**src/rtl/pipe_chain_if.sv**
```systemverilog
`default_nettype none
// ============================================================================
//  Module   : pipe_chain_if
//  Purpose  : Valid/ready handshake bundle for pipe_chain. The chain itself
//             uses the slave view (consumes input, produces output); the
//             surrounding logic uses the master view.
//  Revision : 1.0  initial release
// ============================================================================
interface pipe_chain_if #(
    parameter int WIDTH = 32
);
    logic             in_valid;
    logic             in_ready;
    logic [WIDTH-1:0] in_data;
    logic             out_valid;
    logic             out_ready;
    logic [WIDTH-1:0] out_data;

    modport master (
        output in_valid,
        input  in_ready,
        output in_data,
        input  out_valid,
        output out_ready,
        input  out_data
    );

    modport slave (
        input  in_valid,
        output in_ready,
        input  in_data,
        output out_valid,
        input  out_ready,
        output out_data
    );
endinterface
`default_nettype wire

```
**src/rtl/pipe_chain.sv**
```systemverilog
`default_nettype none
// ============================================================================
//  Module   : pipe_chain
//  Purpose  : Elastic chain of DEPTH pipeline registers with valid/ready
//             backpressure, bubble collapsing, per-stage flush and a
//             registered occupancy count.
//  Options  : PIPE_CHAIN_PERF_EN - enables the saturating stall/kill
//             counters; when undefined both outputs are tied to zero.
//  Revision : 1.0  initial release
// ============================================================================
module pipe_chain #(
    parameter int WIDTH = 32,
    parameter int DEPTH = 4,
    parameter int CW    = $clog2(DEPTH + 1)
) (
    input  wire logic            clock,
    input  wire logic            rst,
    pipe_chain_if.slave          bus,
    input  wire logic [DEPTH-1:0] i_flush,
    output logic [CW-1:0]        o_occupancy,
    output logic [31:0]          o_stall_cnt,
    output logic [31:0]          o_kill_cnt
);

    // Stage registers
    logic [DEPTH-1:0] r_valid;
    logic [WIDTH-1:0] r_data [DEPTH];
    logic [CW-1:0]    r_occupancy;

    // Combinational helpers
    logic [DEPTH-1:0] w_ready;
    logic             w_ready_acc;
    logic [DEPTH-1:0] w_src_valid;
    logic [WIDTH-1:0] w_src_data [DEPTH];
    logic [DEPTH-1:0] w_valid_keep;
    logic [DEPTH-1:0] w_valid_nxt;
    logic [CW-1:0]    w_occ_nxt;

    // Stage 0 is fed from the upstream port, every later stage from its
    // predecessor.
    assign w_src_valid[0] = bus.in_valid;
    assign w_src_data[0]  = bus.in_data;

    generate
        for (genvar g = 1; g < DEPTH; g++) begin : g_src
            assign w_src_valid[g] = r_valid[g-1];
            assign w_src_data[g]  = r_data[g-1];
        end
    endgenerate

    // Ready ripples from the output backwards: a stage can take new data if
    // it is empty or anything downstream of it can move. Written as an
    // accumulating OR so the vector never reads its own bits.
    always_comb begin
        w_ready     = '0;
        w_ready_acc = bus.out_ready;
        for (int i = DEPTH - 1; i >= 0; i--) begin
            w_ready_acc = w_ready_acc || !r_valid[i];
            w_ready[i]  = w_ready_acc;
        end
    end

    // Next-state valid vector: the value each stage would take without
    // flush, then flush forces a bubble on top of it.
    always_comb begin
        w_valid_keep = '0;
        w_valid_nxt  = '0;
        w_occ_nxt    = '0;
        for (int i = 0; i < DEPTH; i++) begin
            w_valid_keep[i] = w_ready[i] ? w_src_valid[i] : r_valid[i];
            w_valid_nxt[i]  = w_valid_keep[i] && !i_flush[i];
            w_occ_nxt       = w_occ_nxt + CW'(w_valid_nxt[i]);
        end
    end

    // Valid bits and occupancy; cleared asynchronously on reset.
    always_ff @(posedge clock or negedge rst) begin
        if (!rst) begin
            r_valid     <= '0;
            r_occupancy <= '0;
        end else begin
            r_valid     <= w_valid_nxt;
            r_occupancy <= w_occ_nxt;
        end
    end

    // Payload registers load whenever their stage is ready; a flushed stage
    // may keep stale data since its valid bit is low.
    always_ff @(posedge clock or negedge rst) begin
        if (!rst) begin
            for (int i = 0; i < DEPTH; i++) begin
                r_data[i] <= '0;
            end
        end else begin
            for (int i = 0; i < DEPTH; i++) begin
                if (w_ready[i]) begin
                    r_data[i] <= w_src_data[i];
                end
            end
        end
    end

    assign bus.in_ready  = w_ready[0];
    assign bus.out_valid = r_valid[DEPTH-1];
    assign bus.out_data  = r_data[DEPTH-1];
    assign o_occupancy   = r_occupancy;

`ifdef PIPE_CHAIN_PERF_EN
    logic [31:0] r_stall_cnt;
    logic [31:0] r_kill_cnt;
    logic [CW-1:0] w_kill_num;
    logic [32:0]   w_kill_sum;

    // Number of entries destroyed by flush this cycle.
    always_comb begin
        w_kill_num = '0;
        for (int i = 0; i < DEPTH; i++) begin
            w_kill_num = w_kill_num + CW'(w_valid_keep[i] && i_flush[i]);
        end
        w_kill_sum = {1'b0, r_kill_cnt} + 33'(w_kill_num);
    end

    // Saturating performance counters, cleared only by reset.
    always_ff @(posedge clock or negedge rst) begin
        if (!rst) begin
            r_stall_cnt <= '0;
            r_kill_cnt  <= '0;
        end else begin
            if (r_valid[DEPTH-1] && !bus.out_ready && (r_stall_cnt != 32'hFFFF_FFFF)) begin
                r_stall_cnt <= r_stall_cnt + 32'd1;
            end
            r_kill_cnt <= w_kill_sum[32] ? 32'hFFFF_FFFF : w_kill_sum[31:0];
        end
    end

    assign o_stall_cnt = r_stall_cnt;
    assign o_kill_cnt  = r_kill_cnt;
`else
    assign o_stall_cnt = '0;
    assign o_kill_cnt  = '0;
`endif

endmodule
`default_nettype wire

```
**src/flat_wrapper.sv**
```systemverilog
// flat-port wrapper written by rule: the top's interface ports become plain ports
module pipe_chain_flat 
#(
    parameter int WIDTH = 32,
    parameter int DEPTH = 4,
    parameter int CW    = $clog2(DEPTH + 1)
)
  (clock, rst, i_flush, o_occupancy, o_stall_cnt, o_kill_cnt, bus_in_valid, bus_in_ready, bus_in_data, bus_out_valid, bus_out_ready, bus_out_data);
  pipe_chain_if #(.WIDTH(WIDTH)) bus_i ();
  input  wire logic clock;
  input  wire logic rst;
  input  wire logic [DEPTH-1:0] i_flush;
  output logic [CW-1:0] o_occupancy;
  output logic [31:0] o_stall_cnt;
  output logic [31:0] o_kill_cnt;
  input wire logic [$bits(bus_i.in_valid)-1:0] bus_in_valid;
  output wire logic [$bits(bus_i.in_ready)-1:0] bus_in_ready;
  input wire logic [$bits(bus_i.in_data)-1:0] bus_in_data;
  output wire logic [$bits(bus_i.out_valid)-1:0] bus_out_valid;
  input wire logic [$bits(bus_i.out_ready)-1:0] bus_out_ready;
  output wire logic [$bits(bus_i.out_data)-1:0] bus_out_data;
  assign bus_i.in_valid = bus_in_valid;
  assign bus_in_ready = bus_i.in_ready;
  assign bus_i.in_data = bus_in_data;
  assign bus_out_valid = bus_i.out_valid;
  assign bus_i.out_ready = bus_out_ready;
  assign bus_out_data = bus_i.out_data;
  pipe_chain #(.WIDTH(WIDTH), .DEPTH(DEPTH), .CW(CW)) u_core (.clock(clock), .rst(rst), .bus(bus_i), .i_flush(i_flush), .o_occupancy(o_occupancy), .o_stall_cnt(o_stall_cnt), .o_kill_cnt(o_kill_cnt));
endmodule
```
**config.mk**
```make
export PLATFORM = sky130hd
export DESIGN_NAME = pipe_chain_flat
export DESIGN_NICKNAME = d
export VERILOG_FILES = /design/src/rtl/pipe_chain_if.sv /design/src/rtl/pipe_chain.sv /design/src/flat_wrapper.sv
export SDC_FILE = /design/constraint.sdc
export NUM_CORES = 1
export LEC_CHECK = 0
export CORE_MARGIN = 2
export CORE_UTILIZATION = 54
export DETAILED_ROUTE_END_ITERATION = 7
export GPL_TIMING_DRIVEN = 0
export HOLD_SLACK_MARGIN = 0.15
export PLACE_DENSITY = 0.93
export SLEW_MARGIN = 20
export SYNTH_ARGS = -nofsm -noshare
export SYNTH_HDL_FRONTEND = slang
export SYNTH_SLANG_ARGS = --single-unit
```
**constraint.sdc**
```tcl
create_clock -name clock -period 4.6 [get_ports clock]
set_input_delay 0.69 -clock clock [delete_from_list [all_inputs] [get_ports clock]]
set_output_delay 0.69 -clock clock [all_outputs]
set_load 0.05 [all_outputs]
```
==> reports/summary.txt, run 1 <==
max_slew headroom: 0.616
Slew Viols, Final: 0
peak supply drop: 0.218 mV
slowest CP cell: clkdlybuf4s50_1
CTS buffer count: 17
cell mode on critical path: clkdlybuf4s50_1
fin crit share: 0.714
Clock Pin Slew Worst Setup and Hold Paths: 0.06 ns
Buffers on Ports: 76
slew of the pin with the lowest slew margin: 0.576 ns
mapped cell area: 0.00587 mm²
total power divided by cell area: 382 mW/mm²
die area: 0.0117 mm²
sequential area share after synthesis: 0.575
antenna-violating nets left: 0
Root Buffer: clkbuf_8
sw frac: 0.263
die height: 108 µm
Clk pwr share: 0.414
placed inst area: 0.00707 mm²
maximum number of pins on one net before global-route repair: 73
Synth warnings: 0
Routed Wire Length: 10200 µm
#FFs+latches synth: 135
first-pass GRT wire length: 16400 µm
worst skew pair latency: 0.51 ns
adder and majority cell fraction of the synthesized area: 0.00767
Die W: 108 µm
status: finished clean
most frequent cells in the layout: dfrtp_1 (135), buf_4 (103), mux2_2 (100)
I/O pins: 141
RSZ-0062 raised after global routing: no
post-synth cell types: 16
complex-gate fraction of the synthesized area: 0.00256
area growth from synthesis to layout: 29.6%
Finished Cell Area: 0.00761 mm²
HPWL Detailed: 7060 µm
Sw Pwr: 0.000767 W
vias in the first global route: 3307
Period minus WS final: 3.28 ns
routability cong.: 0.751
critical path required time: 3.91 ns
max_cap viols: 0
Placement Setup Slack: 1.31 ns
Tightest Hold Check Type: primary input to async pin
Pint: 0.00214 W
Critical Path, Cell by Cell: clkdlybuf4s50_1 > nor2b_2 > buf_4 > nand4_4 > buf_6 > clkdlybuf4s50_1
Worst Setup Start Kind: primary input
Final WS setup: 1.32 ns
CP max stage delay: 0.82 ns
Simple-Gate Fraction of Synth Area: 0.00937
CTS max path bufs: 2
Crit Path Category: primary input to output port
via count: 3139
Leak: 3.66 nW
Max Fclk: 0.305 GHz
grt ovf: 0
Setup Viol. Count Final: 0
clk sink count: 135
# DRC: 0
initial antenna violation count: 0
WL/cell: 14.6 µm
Initial Utilization: 0.547
XOR/XNOR share of the synthesized area: 0
Comb pwr share: 0.144
Fillers: 725
Final nets: 590
crit path DAT: 2.59 ns
Antenna Cells: 0
htree depth: 4
Multi-input gate area: 0.00190 mm²
critical path fanouts, max: 10
Fin. Hold Viols: 0
Seq. cell area: 0.00338 mm²
mux contribution to synthesized area: 0.263
cell count after synthesis: 388
reg2reg setup slack: 2.19 ns
CTS tree: built
syn_area_per_cell: 15.1 µm²
Pre-Repair DR Iteration Count: 4
skew final: 0.00894 ns
Worst setup EP type: output port
detailed-route vias per instance: 4.50
core area: 0.0107 mm²
post-cts sizing count: 0
num rows: 38
GRT Total Usage: 0.188
largest family of logic cells by synthesized area: multiplexers
leading cell type in the layout, fill and taps excluded: dfrtp_1
share of power burned in registers: 0.442
share of layout cells above drive strength 1: 0.487
Iter 0 DRT Violations: 61
post-cts hold buffer count: 0
Post-CTS Repair Setup Buffers: 0
==> cell type report <==
type | count | share of cell area
tap | 140 | 0.0230
clock inverter | 12 | 0.0141
multi-input combinational | 205 | 0.250
sequential | 135 | 0.444
clock buffer | 18 | 0.0562
inverter | 2 | 0.000987
timing repair buffer | 77 | 0.104
buffer | 109 | 0.108
==> Yosys cell counts <==
cell type / count / area, µm²
a21oi_1: 3 / 15.0
mux2_2: 100 / 1130
nor2_1: 3 / 11.3
nand3_2: 1 / 10.0
inv_1: 2 / 7.51
nand2_1: 1 / 3.75
fa_1: 1 / 20.0
nand4_4: 1 / 21.3
nor2b_2: 1 / 8.76
conb_1: 1 / 3.75
buf_2: 3 / 15.0
mux2_4: 28 / 420
buf_4: 103 / 773
ha_1: 2 / 25.0
buf_6: 3 / 33.8
dfrtp_1: 135 / 3380
==> cell families after synthesis <==
family	Yosys count
buf+inv	111
flops	135
simple gates	7
fa+ha+maj	3
mux	128
other cells	1
compound gates	3
==> worst paths after layout <==
path / start / endpoint / depth (start not counted)
worst max-delay path: bus_out_ready / bus_in_ready / 6
worst min-delay path: rst / u_core.bus.out_data[5]$_DFFE_PN0P_ / 1
worst max register to register: u_core.r_valid[3]$_DFF_PN0_ / u_core.o_occupancy[1]$_DFF_PN0_ / 8
worst min register to register: u_core.r_data[63]$_DFFE_PN0P_ / u_core.bus.out_data[31]$_DFFE_PN0P_ / 1
max in group asynchronous: rst / u_core.r_data[52]$_DFFE_PN0P_ / 2
min in group clock: u_core.r_data[63]$_DFFE_PN0P_ / u_core.bus.out_data[31]$_DFFE_PN0P_ / 1
==> layer usage <==
metal,share of wire,global-route usage,wire length (µm),vias to the layer above
li1,-,-,-,1477
met1,0.40,0.215,4080,1540
met2,0.52,0.324,5300,104
met3,0.063,0.0615,643,18
met4,0.018,0.0824,179,0
met5,0,0,0,-
==> state kept, by name, indices dropped and copies added (netlist names) <==
register / count
u_core.r_valid: 4
u_core.o_occupancy: 3
u_core.bus.out_data: 32
u_core.r_data: 96
==> stage by stage <==
stage | instances | hold WS (ns) | power (W) | setup TNS [ns] | util
after global routing | 698 | 0.184 | 0.00303 | 0 | 0.708
final | 698 | 0.154 | 0.00291 | 0 | 0.708
after CTS | 698 | 0.157 | 0.00295 | 0 | 0.708
after floorplan | 451 | 0.394 | 0.00161 | 0 | -
after global placement | 667 | 0.482 | 0.00171 | -270.95 | 0.656
after detailed placement | 668 | 0.489 | 0.00173 | 0 | 0.658
==> power by group through the flow <==
stage          clock [W]  combinational [W]  sequential, W
6_report         0.00120           0.000420        0.00129
5_1_grt          0.00129           0.000445        0.00129
4_1_cts          0.00124           0.000422        0.00129
3_5_place_dp           0           0.000420        0.00131
3_3_place_gp           0           0.000410        0.00130
2_1_floorplan          0           0.000308        0.00130
==> critical path: cells and delay by family <==
family	cells	cell delay, ns
buf+inv	4	1.68
simple gates	2	0.22
Note: power is estimated with default switching activity, not from simulation.
==> run 2, diff against run 1 <==
Settings changed: CORE_UTILIZATION 54 to 45, PLACE_DENSITY 0.93 to 0.83.
Clock period 4.6 ns to 2.85 ns, I/O delays scaled along.
==> run 2 against run 1 <==
- design area increased by 0.94%
- worst setup slack got worse by 1.2 ns
- die area increased by 19%
- highest routed layer unchanged
==> reports/summary.txt, run 2 (synthesis gave the netlist of run 1 again) <==
reg2reg setup slack: 0.45 ns (was 2.19 ns)
share of power burned in registers: 0.434 (was 0.442)
GRT Total Usage: 0.154 (was 0.188)
HPWL Detailed: 7040 µm (was 7060 µm)
clk sink count: 135 (unchanged)
slew of the pin with the lowest slew margin: 0.554 ns (was 0.576 ns)
most flop-heavy register: u_core.r_data (unchanged)
crit path DAT: 2.32 ns (was 2.59 ns)
Clk pwr share: 0.424 (was 0.414)
maximum number of pins on one net before global-route repair: 76 (was 73)
Pint: 0.00353 W (was 0.00214 W)
RSZ-0062 raised after global routing: no (unchanged)
routability cong.: 0.708 (was 0.751)
I/O pins: 141 (unchanged)
Buffers on Ports: 76 (unchanged)
status: finished clean (unchanged)
cell mode on critical path: clkdlybuf4s50_1 (unchanged)
max_cap viols: 0 (unchanged)
share of layout cells above drive strength 1: 0.488 (was 0.487)
initial antenna violation count: 0 (unchanged)
# DRC: 0 (unchanged)
CTS max path bufs: 2 (unchanged)
Routed Wire Length: 10000 µm (was 10200 µm)
Sw Pwr: 0.00124 W (was 0.000767 W)
Pre-Repair DR Iteration Count: 4 (unchanged)
most frequent cells in the layout: dfrtp_1 (135), buf_4 (103), mux2_2 (100) (unchanged)
antenna-violating nets left: 0 (unchanged)
Fillers: 964 (was 725)
Critical Path, Cell by Cell: clkdlybuf4s50_1 > nor2b_2 > buf_4 > nand4_4 > buf_6 > clkdlybuf4s50_1 (unchanged)
critical path fanouts, max: 10 (unchanged)
Worst Setup Start Kind: primary input (unchanged)
CTS tree: built (unchanged)
number of flip-flops in the largest register: 96 (unchanged)
total placed cells including tap cells: 700 (was 668)
sw frac: 0.260 (was 0.263)
CP max stage delay: 0.82 ns (about the same)
Clock Pin Slew Worst Setup and Hold Paths: 0.06 ns (about the same)
post-cts hold buffer count: 1 (was 0)
die height: 118 µm (was 108 µm)
Seq. cell area: 0.00338 mm² (unchanged)
Placement Setup Slack: -0.104 ns (was 1.31 ns)
Initial Utilization: 0.464 (was 0.547)
Multi-input gate area: 0.00190 mm² (unchanged)
Worst setup EP type: output port (unchanged)
Crit Path Category: primary input to output port (unchanged)
slowest CP cell: clkdlybuf4s50_1 (unchanged)
WL/cell: 13.7 µm (was 14.6 µm)
Antenna Cells: 0 (unchanged)
Period minus WS final: 2.75 ns
grt ovf: 0 (unchanged)
leading cell type in the layout, fill and taps excluded: dfrtp_1 (unchanged)
Post-CTS Repair Setup Buffers: 0 (unchanged)
fin crit share: 0.964
htree depth: 4 (unchanged)
core area: 0.0127 mm² (was 0.0107 mm²)
first-pass GRT wire length: 16500 µm (was 16400 µm)
area growth from synthesis to layout: 30.8% (was 29.6%)
Leak: 3.68 nW (was 3.66 nW)
skew final: 0.00512 ns (was 0.00894 ns)
peak supply drop: 0.405 mV (was 0.218 mV)
Setup Viol. Count Final: 0 (unchanged)
post-cts sizing count: 0 (unchanged)
Comb pwr share: 0.142 (was 0.144)
Iter 0 DRT Violations: 97 (was 61)
Max Fclk: 0.364 GHz
critical path required time: 2.42 ns (was 3.91 ns)
Tightest Hold Check Type: register to register (was primary input to async pin)
total power divided by cell area: 622 mW/mm² (was 382 mW/mm²)
Slew Viols, Final: 0 (unchanged)
Die W: 118 µm (was 108 µm)
Final WS setup: 0.102 ns (was 1.32 ns)
vias in the first global route: 3299 (was 3307)
Root Buffer: clkbuf_16 (was clkbuf_8)
num rows: 41 (was 38)
via count: 3139 (unchanged)
Final nets: 591 (was 590)
detailed-route vias per instance: 4.29 (was 4.50)
CTS buffer count: 17 (unchanged)
max_slew headroom: 0.631 (was 0.616)
Non-Filler Instances: 732 (was 698)
worst skew pair latency: 0.41 ns (was 0.51 ns)
die area: 0.0140 mm² (was 0.0117 mm²)
Fin. Hold Viols: 0 (unchanged)
[run 2: cell types whose count changed in the layout (fill, tap and decap cells not counted), sizes merged]
cell / previous run / this run
clkbuf: 18 / 19
clkinv: 5 / 7
dlygate4sd3: 0 / 1
inv: 2 / 3
clkinvlp: 6 / 3
[run 2: cell type report]
type | instances | area share
Sequential cell | 135 | 0.440
Buffer | 109 | 0.107
Tap cell | 172 | 0.0280
Timing Repair Buffer | 78 | 0.104
Multi-Input combinational cell | 205 | 0.248
Inverter | 2 | 0.000977
Clock buffer | 19 | 0.0590
Clock inverter | 12 | 0.0135
[run 2: worst paths after layout]
| path | start | end | depth (start not counted) |
|---|---|---|---|
| worst min-delay path | u_core.r_data[59]$_DFFE_PN0P_ | u_core.bus.out_data[27]$_DFFE_PN0P_ | 1 |
| worst max-delay path | bus_out_ready | bus_in_ready | 6 |
| max in group asynchronous | rst | u_core.bus.out_data[21]$_DFFE_PN0P_ | 3 |
| worst max register to register | u_core.r_valid[3]$_DFF_PN0_ | u_core.o_occupancy[1]$_DFF_PN0_ | 8 |
| min in group asynchronous | rst | u_core.r_data[68]$_DFFE_PN0P_ | 2 |
| worst min register to register | u_core.r_data[59]$_DFFE_PN0P_ | u_core.bus.out_data[27]$_DFFE_PN0P_ | 1 |
[run 2: power groups by stage]
stage	Clock [W]	Sequential [W]	Combinational [W]
after detailed placement	0	0.00211	0.000679
final	0.00202	0.00207	0.000679
after global placement	0	0.00210	0.000661
after CTS	0.00206	0.00207	0.000683
after global routing	0.00217	0.00209	0.000715
after floorplan	0	0.00210	0.000497
[run 2: worst max-delay path: cells and delay by family]
kind / cells / cell delay (ns)
AND/OR/NAND/NOR: 2 / 0.21
buffers and inverters: 4 / 1.67
[run 2: metal layers]
metal  routed length [µm]  GRT usage  part of all wire
met1                 4040      0.175              0.40
met2                 5090      0.256              0.51
met4                  239     0.0678             0.024
met3                  648     0.0603             0.065
met5                    0          0                 0
[run 2: metrics by stage]
stage	hold WS [ns]	power, W	utilization	instance area [µm²]	TNS [ns]
global placement	0.483	0.00276	0.559	7090	-477.92
detailed placement	0.432	0.00279	0.561	7110	-0.104
finish	0.497	0.00478	0.606	7680	0
CTS	0.501	0.00482	0.606	7680	0
global route	0.515	0.00497	0.606	7680	0
floorplan	0.132	0.00259	-	6110	0
==> run 3, diff against run 2 <==
Settings changed: CORE_UTILIZATION 45 to 54, CTS_CLUSTER_SIZE set to 8, DONT_BUFFER_PORTS set to 1, PLACE_DENSITY 0.83 to 0.79.
==> run 3 against run 2 <==
- the run now ends with negative hold slack left
- critical path depth is 2 higher
- combinational power is 17% lower
- worst setup slack better by 0.067 ns
- final cell count is 9.8% lower
- die area is 16% lower
- register-to-register slack worse by 0.28 ns
- clock power is 13% higher
- non-clock buffer count is 41 lower
- critical path type is now register to register
==> reports/summary.txt, run 3 (synthesis gave the netlist of run 1 again) <==
Worst setup EP type: register (was output port)
status: finished with violations (was finished clean)
fin crit share: 0.941 (was 0.964)
Iter 0 DRT Violations: 54 (was 97)
Initial Utilization: 0.547 (was 0.464)
number of flip-flops in the largest register: 96 (unchanged)
slowest CP cell: dfrtp_2 (was clkdlybuf4s50_1)
Pre-Repair DR Iteration Count: 4 (unchanged)
num rows: 38 (was 41)
violated checks: negative hold slack
Fin. Hold Viols: 135 (was 0)
Worst Setup Start Kind: register (was primary input)
most frequent cells in the layout: dfrtp_1 (134), buf_4 (103), mux2_2 (100) (was dfrtp_1 (135), buf_4 (103), mux2_2 (100))
die height: 108 µm (was 118 µm)
Max Fclk: 0.373 GHz (was 0.364 GHz)
Leak: 3.56 nW (was 3.68 nW)
most flop-heavy register: u_core.r_data (unchanged)
Routed Wire Length: 9950 µm (was 10000 µm)
critical path fanouts, max: 10 (unchanged)
htree depth: 4 (unchanged)
CP max stage delay: 0.52 ns (was 0.82 ns)
first-pass GRT wire length: 15900 µm (was 16500 µm)
# DRC: 0 (unchanged)
grt peak-use layer: met2 (unchanged)
Tightest Hold Check Type: primary input to async pin (was register to register)
skew final: 0.00843 ns (was 0.00512 ns)
share of layout cells above drive strength 1: 0.527 (was 0.488)
antenna-violating nets left: 0 (unchanged)
M3 GR Usage: 0.0663 (was 0.0603)
peak supply drop: 0.495 mV (was 0.405 mV)
worst r2r path cells: 8 (unchanged)
leading cell type in the layout, fill and taps excluded: dfrtp_1 (unchanged)
final setup TNS: 0 ns (unchanged)
worst skew pair latency: 0.52 ns (was 0.41 ns)
Final nets: 550 (was 591)
via count: 3041 (was 3139)
reg2reg setup slack: 0.17 ns (was 0.45 ns)
Crit Path Category: register to register (was primary input to output port)
WHS: -0.397 ns (was 0.497 ns)
CTS max path bufs: 2 (unchanged)
Final Total Pwr: 0.00493 W (was 0.00478 W)
Fillers: 730 (was 964)
crit path DAT: 3.08 ns (was 2.32 ns)
Root Buffer: clkbuf_8 (was clkbuf_16)
worst path bufs/invs: 2 (was 4)
clk sink count: 135 (unchanged)
routability cong.: 0.720 (was 0.708)
CTS buffer count: 17 (unchanged)
grt ovf: 0 (unchanged)
CTS tree: built (unchanged)
vias in the first global route: 3114 (was 3299)
Post-CTS Repair Setup Buffers: 0 (unchanged)
total power divided by cell area: 676 mW/mm² (was 622 mW/mm²)
CP top delay family: adder cells (was buffers and inverters)
die area: 0.0117 mm² (was 0.0140 mm²)
Buffers on Ports: 0 (was 76)
Antenna Cells: 0 (unchanged)
maximum number of pins on one net before global-route repair: 136 (was 76)
initial antenna violation count: 0 (unchanged)
GRT Total Usage: 0.185 (was 0.154)
Period minus WS final: 2.68 ns (was 2.75 ns)
I/O pins: 141 (unchanged)
met2 Use GR: 0.307 (was 0.256)
core area: 0.0107 mm² (was 0.0127 mm²)
Critical Path, Cell by Cell: nor2b_2 > buf_4 > nand3_2 > buf_4 > a21oi_1 > ha_1 > fa_1 > ha_1 (was clkdlybuf4s50_1 > nor2b_2 > buf_4 > nand4_4 > buf_6 > clkdlybuf4s50_1)
max_cap viols: 0 (unchanged)
post-cts hold buffer count: 37 (was 1)
detailed-route vias per instance: 4.61 (was 4.29)
reg-to-reg endpoint: u_core.o_occupancy[1]$_DFF_PN0_ (unchanged)
fin util: 0.678 (was 0.606)
Clock Pin Slew Worst Setup and Hold Paths: 0.06 ns (about the same)
area growth from synthesis to layout: 24.1% (was 30.8%)
Die W: 108 µm (was 118 µm)
HPWL Detailed: 6260 µm (was 7040 µm)
Setup Viol. Count Final: 0 (unchanged)
M1 GR Usage: 0.217 (was 0.175)
critical path required time: 3.25 ns (was 2.42 ns)
RSZ-0062 raised after global routing: no (unchanged)
Slew Viols, Final: 0 (unchanged)
WL/cell: 15.1 µm (was 13.7 µm)
worst r2r src: u_core.r_valid[3]$_DFF_PN0_ (unchanged)
[run 3: area by class of cell]
class	instances	area, µm²	area share
Sequential cell	135	3380	0.464
Multi-Input combinational cell	205	1910	0.261
Buffer	109	822	0.113
Clock buffer	20	455	0.0625
Timing Repair Buffer	37	370	0.0508
Tap cell	140	175	0.0240
Clock inverter	12	174	0.0239
Inverter	2	7.51	0.00103
[run 3: report_power, final]
part / internal (W) / switching, W
sequential: 0.00202 / 0.0000660
clock: 0.00149 / 0.000792
combinational: 0.000215 / 0.000346
total: 0.00372 / 0.00120
[run 3: layer usage]
metal / part of all wire / up-vias / routed length (µm)
li1: - / 1401 / -
met4: 0.018 / 0 / 176
met3: 0.065 / 19 / 650
met2: 0.52 / 103 / 5150
met5: 0 / - / 0
met1: 0.40 / 1518 / 3970
[run 3: timing repair]
action / 4_1_cts / 5_1_grt
endpoints found under the setup margin: 1 / 1
pin swaps: 0 / 0
hold endpoints to repair: 171 / 135
gates resized for setup: 1 / 1
[run 3: stage by stage]
| step | instances | worst slack, ns | hold slack (ns) | instance area (µm²) |
|---|---|---|---|---|
| 3_5_place_dp | 591 | -0.0428 | 0.135 | 6280 |
| 5_1_grt | 660 | 0.00312 | -0.431 | 7290 |
| 6_report | 660 | 0.169 | -0.397 | 7290 |
| 3_3_place_gp | 591 | 0.0662 | 0.138 | 6280 |
| 4_1_cts | 660 | 0.103 | -0.430 | 7290 |
| 2_1_floorplan | 451 | 0.261 | 0.132 | 6110 |
[run 3: worst max-delay path by stage]
| stage | slack (ns) | depth (start not counted) | startpoint | endpoint |
|---|---|---|---|---|
| after floorplan | 0.26 | 8 | u_core.r_valid[3]$_DFF_PN0_ | u_core.o_occupancy[1]$_DFF_PN0_ |
| after global placement | 0.07 | 8 | u_core.r_valid[3]$_DFF_PN0_ | u_core.o_occupancy[1]$_DFF_PN0_ |
| after detailed placement | -0.04 | 8 | u_core.r_valid[3]$_DFF_PN0_ | u_core.o_occupancy[1]$_DFF_PN0_ |
| after CTS | 0.10 | 8 | u_core.r_valid[3]$_DFF_PN0_ | u_core.o_occupancy[1]$_DFF_PN0_ |
| after global routing | 0.003 | 8 | u_core.r_valid[3]$_DFF_PN0_ | u_core.o_occupancy[1]$_DFF_PN0_ |
| final | 0.17 | 8 | u_core.r_valid[3]$_DFF_PN0_ | u_core.o_occupancy[1]$_DFF_PN0_ |
[run 3: worst register-to-register path: stages (launching register included)]
cell and delay, ns:
dfrtp_2 0.52, nor2b_2 0.19, buf_4 0.22, nand3_2 0.18, buf_4 0.25, a21oi_1 0.23
ha_1 0.28, fa_1 0.41, ha_1 0.29
